--- src/rtl/ring_osc_freq_meter.sv ---
// Ring oscillator frequency meter: enables the oscillator, synchronises its
// divided output into clk and counts rising edges over a gate window.
//
// Ports:
//   clk          system clock
//   rst          synchronous reset, active-high
//   start        measurement request, accepted only while idle
//   gate_cycles  window length in clk cycles, latched on acceptance
//   osc_in       divided oscillator clock, asynchronous to clk
//   osc_ena      oscillator enable (high during warm-up and measurement)
//   busy         measurement in progress
//   done         one-cycle pulse when count is final
//   count        saturating rising-edge count of the last/current window
//   overflow     sticky flag, counter saturated during the window
module ring_osc_freq_meter #(
    parameter int GATE_BITS     = 16,
    parameter int COUNT_WIDTH   = 16,
    parameter int WARMUP_CYCLES = 8
) (
    input  logic                   clk,
    input  logic                   rst,
    input  logic                   start,
    input  logic [GATE_BITS-1:0]   gate_cycles,
    input  logic                   osc_in,
    output logic                   osc_ena,
    output logic                   busy,
    output logic                   done,
    output logic [COUNT_WIDTH-1:0] count,
    output logic                   overflow
);

    localparam int WB = $clog2(WARMUP_CYCLES);
    localparam int TW = (GATE_BITS > WB) ? GATE_BITS : WB;

    // One timer serves both phases: loaded with (length - 1), the phase
    // ends on the cycle the timer reads zero.
    localparam logic [TW-1:0] WARM_LOAD = TW'(WARMUP_CYCLES - 1);

    localparam logic [1:0] S_IDLE    = 2'd0;
    localparam logic [1:0] S_WARMUP  = 2'd1;
    localparam logic [1:0] S_MEASURE = 2'd2;
    localparam logic [1:0] S_DONE    = 2'd3;

    logic [1:0]             state_q, state_d;
    logic                   sync1_q, sync2_q, prev_q;
    logic [GATE_BITS-1:0]   gate_q, gate_d;
    logic [TW-1:0]          tmr_q, tmr_d;
    logic [COUNT_WIDTH-1:0] count_q, count_d;
    logic                   ovf_q, ovf_d;
    logic                   rise;

    // Synchroniser and edge flop run in every state, so the warm-up
    // phase flushes any stale level before counting starts.
    assign rise = sync2_q & ~prev_q;

    always_comb begin
        state_d = state_q;
        gate_d  = gate_q;
        tmr_d   = tmr_q;
        count_d = count_q;
        ovf_d   = ovf_q;
        case (state_q)
            S_IDLE: begin
                if (start) begin
                    gate_d  = gate_cycles;
                    count_d = '0;
                    ovf_d   = 1'b0;
                    tmr_d   = WARM_LOAD;
                    state_d = S_WARMUP;
                end
            end
            S_WARMUP: begin
                if (tmr_q == '0) begin
                    if (gate_q == '0) begin
                        state_d = S_DONE;
                    end else begin
                        tmr_d   = TW'(gate_q) - TW'(1);
                        state_d = S_MEASURE;
                    end
                end else begin
                    tmr_d = tmr_q - TW'(1);
                end
            end
            S_MEASURE: begin
                if (rise) begin
                    // Saturate at all-ones and flag the lost edges.
                    if (count_q == '1) begin
                        ovf_d = 1'b1;
                    end else begin
                        count_d = count_q + COUNT_WIDTH'(1);
                    end
                end
                if (tmr_q == '0) begin
                    state_d = S_DONE;
                end else begin
                    tmr_d = tmr_q - TW'(1);
                end
            end
            S_DONE: begin
                state_d = S_IDLE;
            end
            default: begin
                state_d = S_IDLE;
            end
        endcase
    end

    always_ff @(posedge clk) begin
        if (rst) begin
            state_q <= S_IDLE;
            sync1_q <= 1'b0;
            sync2_q <= 1'b0;
            prev_q  <= 1'b0;
            gate_q  <= '0;
            tmr_q   <= '0;
            count_q <= '0;
            ovf_q   <= 1'b0;
        end else begin
            state_q <= state_d;
            sync1_q <= osc_in;
            sync2_q <= sync1_q;
            prev_q  <= sync2_q;
            gate_q  <= gate_d;
            tmr_q   <= tmr_d;
            count_q <= count_d;
            ovf_q   <= ovf_d;
        end
    end

    assign busy     = (state_q == S_WARMUP) || (state_q == S_MEASURE);
    assign osc_ena  = busy;
    assign done     = (state_q == S_DONE);
    assign count    = count_q;
    assign overflow = ovf_q;

endmodule

--- config.mk ---
export PLATFORM = sky130hd
export DESIGN_NAME = ring_osc_freq_meter
export DESIGN_NICKNAME = d
export VERILOG_FILES = /design/src/rtl/ring_osc_freq_meter.sv
export SDC_FILE = /design/constraint.sdc
export NUM_CORES = 1
export LEC_CHECK = 0
export CAP_MARGIN = 20
export CELL_PAD_IN_SITES_DETAIL_PLACEMENT = 0
export CELL_PAD_IN_SITES_GLOBAL_PLACEMENT = 2
export CORE_MARGIN = 2
export CORE_UTILIZATION = 33
export CTS_CLUSTER_DIAMETER = 30
export DETAILED_ROUTE_END_ITERATION = 10
export HOLD_SLACK_MARGIN = 0.02
export PLACE_DENSITY_LB_ADDON = 0.25
export SLEW_MARGIN = 20
export SYNTH_ARGS = -nofsm -noshare
export SYNTH_HDL_FRONTEND = slang
export SYNTH_SLANG_ARGS = --single-unit
--- constraint.sdc ---
create_clock -name clk -period 2.3 [get_ports clk]
set_input_delay 0.46 -clock clk [delete_from_list [all_inputs] [get_ports clk]]
set_output_delay 0.46 -clock clk [all_outputs]
set_load 0.005 [all_outputs]
; ---- Word level (Yosys, flattened, before mapping)
; Index checks and enable logic that the tools add are counted.
[word_totals]
regBits = 54
inputBits = 20
out_inout_bits = 20
wordCells = 54
[classes]
n_addsub = 3
eq_ne = 12
n_mux = 18
bitwise = 2
reduce_logical = 11
[op_table]
columns = operator, n
row1 = 16-bit two-way mux, 7
row2 = 16-bit one-hot mux with 3 select lines, 1
row3 = 16-bit logical NOT, 2
row4 = 16-bit one-hot mux with 2 select lines, 1
row5 = 16-bit by 1-bit subtractor with 16-bit output (second input constant), 2
row6 = 16-bit by 1-bit adder with 16-bit output (second input constant), 1
row7 = 16-bit == test (second input constant), 1
row8 = 2-bit inequality test (second input constant), 7
row9 = 4-bit AND reduction, 3
row10 = 2-bit one-hot mux with 4 select lines, 1
row11 = 2-bit two-way mux, 3
row12 = 2-bit == test (second input constant), 2
row13 = 1-bit two-way mux, 4
row14 = 3-bit inequality test (second input constant), 1
row15 = 3-bit AND reduction, 1
row16 = 3-bit nonzero test, 1
row17 = 2-bit by 1-bit == test with 1-bit output (second input constant), 1
row18 = 2-bit logical NOT, 1
row19 = 1-bit one-hot mux with 2 select lines, 1
row20 = 2-bit AND reduction, 1
row21 = 2-bit nonzero test, 1
row22 = 1-bit AND, 1
row23 = 1-bit logical OR, 1
row24 = 1-bit NOT, 1

; ---- Longest topological paths before layout
[depth]
ltp_word = 4
depth_mapped = 10
depth_no_buf = 8

; ---- Worst setup path before layout
; Ideal clock, no wire load.
[synth_timing]
kind = reg2reg
start = reg state_q[0]
end = reg count_q[13], in the netlist count[13]
setup_time_ns = 0.128
t_arrival_ns = 1.753
required_time_ns = 2.172
path_slack_ns = 0.419
stages_incl_launch_ff = 9
n_path_buf = 0
period_less_slack_ns = 1.881
cell_sequence = dfxtp_1 -> inv_1 -> ha_1 -> nor2b_1 -> a211oi_2 -> o21a_1 -> and3_1 -> xnor2_1 -> nor2_1
[synth_via]
elab_chain_len = 3
elab_cells_between_ends = 8
cone_classes = 4 x eq/ne / 1 x mux / 3 x reduce/logical
[synth_rtl]
columns = item, line_no
row1 = start: declaration, 44  ; logic [1:0] state_q, state_d;
row2 = start signal: assignment, 119  ; state_q <= state_d;
row3 = 2-bit == test / 2-bit logical NOT (equally long branches), 62  ; case (state_q)
row4 = 2-bit inequality test (no line) / 2-bit nonzero test (equally long branches), -
row5 = 4-bit AND reduction (no line), -
row6 = end signal: assignment, 125  ; count_q <= count_d;
row7 = end: declaration, 48  ; logic [COUNT_WIDTH-1:0] count_q, count_d;
; Parallel ways exist; a longest one is shown, timed or not.
; A chain may end at the register's enable or synchronous reset.

; ---- Worst setup path after layout
[layout_timing]
start = reg state_q[1]
end = out osc_ena
[layout_via]
elab_chain_len = 2
elab_cells_between_ends = 3
cone_classes = 2 x eq/ne / 1 x reduce/logical
[layout_rtl]
columns = item, line_no
row1 = 2-bit by 1-bit == test with 1-bit output / 2-bit == test (equally long branches), 130  ; assign busy = (state_q == S_WARMUP) || (state_q == S_MEASURE);
row2 = 1-bit logical OR *, 130
row3 = end: declaration, 25  ; output logic osc_ena,
; Mark *: on every way between the ends. The rest lies on a longest branch, timed or not.

==> metrics.md <==
| Metric | Value |
|---|---|
| Max FO, Critical Path | `6` |
| Cells after Synth | `382` |
| Vias per inst | `5.01` |
| Post-Route WL | `8140 um` |
| DPL Wire Length | `6160 um` |
| EDFF count, synth | `0` |
| Syn nets | `412` |
| Top cells by area, synth | `dfxtp_1 34%, nand2_1 6.6%, a21oi_1 5.4%` |
| Most frequent cell after synthesis | `nand2_1` |
| Asr flop ratio synth | `0%` |
| Initial antenna violation count | `0` |
| Vias | `2,799` |
| Hold path depth | `1` |
| Largest net degree at the start of global routing | `23` |
| Synth cell types | `56` |
| Gr ovfl total | `0` |
| Tmin final | `2.18 ns` |
| CTS H-tree depth | `2` |
| Die height | `101 um` |
| Max Freq | `459 MHz` |
| Reg clk slew, reported paths | `0.10 ns` |
| Die area | `around 10,000 um^2` |
| Core Footprint | `approximately 9000 um^2` |
| Final Power | `between 4000 and 5000 uW` |
| Post-route DRC | `0` |
| Hold Path End | `sync2_q` |
| RR Endpoint | `tmr_q[10]` |
| Total GRT Usage | `16.4%` |
| Seq cells post-synth | `54` |
| Initial core utilization | `33.9%` |
| Hold crit path type | `reg -> reg` |
| Drt initial violations | `78` |
| Critical Path RT | `1.84 ns` |
| Power per cell area | `1190 nW/um^2` |
| Synth cell count leaders | `55 x nand2_1, 54 x dfxtp_1, 38 x nor2_1` |
| Hold Fails Final Rpt | `0` |
| Crit path kind | `reg -> out` |
| Static Leak | `0.00139 uW` |
| Root Driver | `clkbuf_8` |
| R2R cell count | `9` |
| Final ANT Viol Nets | `0` |
| Mean routed wirelength per cell | `about 15 um` |
| Vias in the first global route | `2,704` |
| Reg2reg start | `tmr_q[0]` |
| Routability cong. | `0.835` |
| Sequential share of the synthesized area | `between 30% and 40%` |
| Post-synth top area share | `approximately a third` |
| Synth area leader | `dfxtp_1` |
| RSZ-0062 raised after global routing | `no` |
| Relative slew slack | `67.4%` |
| Die W | `101 um` |
| Hold path startpoint | `sync1_q` |
| Status | `completed` |
| I/O Buffers | `39` |
| CP arrival | `roughly 1.7 ns` |
| Filler Cell Count | `959` |
| Clock buffer depth | `2` |
| Maximum vdd drop | `around 0.00044 V` |
| TritonCTS Buffers | `5` |
| Synth Warn # | `0` |
| Clock sinks | `54` |
| Layout cells sized above 1 | `between 10% and 20%` |
| Layout Nets | `459` |
| Worst setup EP type | `output pin` |
| Clk_lat worst skew | `0.31 ns` |
| Synth Flop Type | `dfxtp_1` |
| Hold Buf Count CTS | `0` |
| Post-Syn Area | `between 3000 and 4000 um^2` |
| Ports | `40` |
| CTS tree | `done` |
| DRT Pass-1 Iters | `4` |
| Max-cap violation count | `0` |
| Startpoint class of the critical path | `register` |
| Slew at the pin with the worst max-slew slack | `roughly 0.48 ns` |
| Total Neg Setup Slack | `0 ns` |
| Flop2flop setup slack | `0.21 ns` |
| Final setup viols | `0` |
| Avg Inst Size Synth | `8.21 um^2` |
| Part of the cycle the worst path needs | `94.8%` |
| Max-slew violations | `0` |
| Rows | `35` |
| P&R area growth vs syn | `22.9%` |
| Diode count | `0` |
| First-pass GRT wire length | `approximately 13,000 um` |
| Worst Skew | `0.00936 ns` |
layout by cell type (no fill, tap or decap), types with 9 or more instances in the layout:
cell type,instances
nand2_1,55
dfxtp_1,54
clkdlybuf4s50_1,39
nor2_1,38
a21oi_1,34
buf_4,18
xor2_1,16
xnor2_1,15
inv_1,13
nand3_1,11
nor3_1,9
cells by family after synthesis:
| group | share of synthesized area [%] |
|---|---|
| compound gates | 18.4 |
| buf+inv | 4.51 |
| mux | 0.319 |
| simple gates | 29.7 |
| fa+ha+maj | 3.99 |
| xor+xnor | 8.66 |
| flops | 34.5 |
routing by layer:
layer	up-vias	GRT usage, %	part of all wire (%)
li1	1443	-	-
met1	1310	23.7	52
met2	40	25.8	44
met3	6	2.35	2.6
met4	0	4.16	0.96
met5	-	0	0
state kept, by name, indices dropped and copies added, names as in the netlist:
register  flops
count        16
gate_q       16
overflow      1
prev_q        1
state_q       2
sync1_q       1
sync2_q       1
tmr_q        16
critical path, cell delays in order (launching register included):
cell and delay, ns:
dfxtp_1 0.43, inv_1 0.12, ha_4 0.34, clkdlybuf4s50_1 0.52
power breakdown:
part | total, uW | leakage, uW | internal (uW) | switching, uW
sequential | 1230 | 0.000439 | 1060 | 170
combinational | 2710 | 0.000890 | 1150 | 1560
clock | 624 | 0.0000575 | 305 | 319
layout make-up:
| type | instances | area [um^2] | area share, % |
|---|---|---|---|
| well taps | 129 | 161 | 4.19 |
| flip-flops and latches | 54 | 1080 | 28.0 |
| multi-input cells | 298 | 1930 | 50.0 |
| clock buffers | 8 | 110 | 2.86 |
| inverters | 13 | 48.8 | 1.27 |
| repair buffers | 57 | 526 | 13.6 |
what timing repair did:
action / 4_1_cts / 5_1_grt
buffers inserted: 0 / 0
endpoints found under the setup margin: 2 / 1
resized for setup: 2 / 1
gates cloned: 0 / 0
worst max-delay path by stage:
stage / cells past startpoint / startpoint / end
6_report: 3 / state_q[1] / osc_ena
5_1_grt: 3 / state_q[1] / osc_ena
4_1_cts: 3 / state_q[1] / osc_ena
3_5_place_dp: 7 / start / count[13]
3_3_place_gp: 7 / start / count[13]
2_1_floorplan: 8 / state_q[0] / count[13]
stage by stage:
step | util, % | worst slack, ns | hold slack, ns | cells | area, um^2
6_report | 41.7 | 0.121 | 0.459 | 559 | 3850
5_1_grt | 41.7 | 0.0322 | 0.472 | 559 | 3850
4_1_cts | 41.7 | 0.0995 | 0.464 | 559 | 3850
3_5_place_dp | 40.4 | 0.0423 | 0.448 | 551 | 3730
3_3_place_gp | 40.4 | 0.0730 | 0.424 | 551 | 3730
2_1_floorplan | - | 0.419 | 0.414 | 382 | 3140
Power figures use the tool's default switching activity.
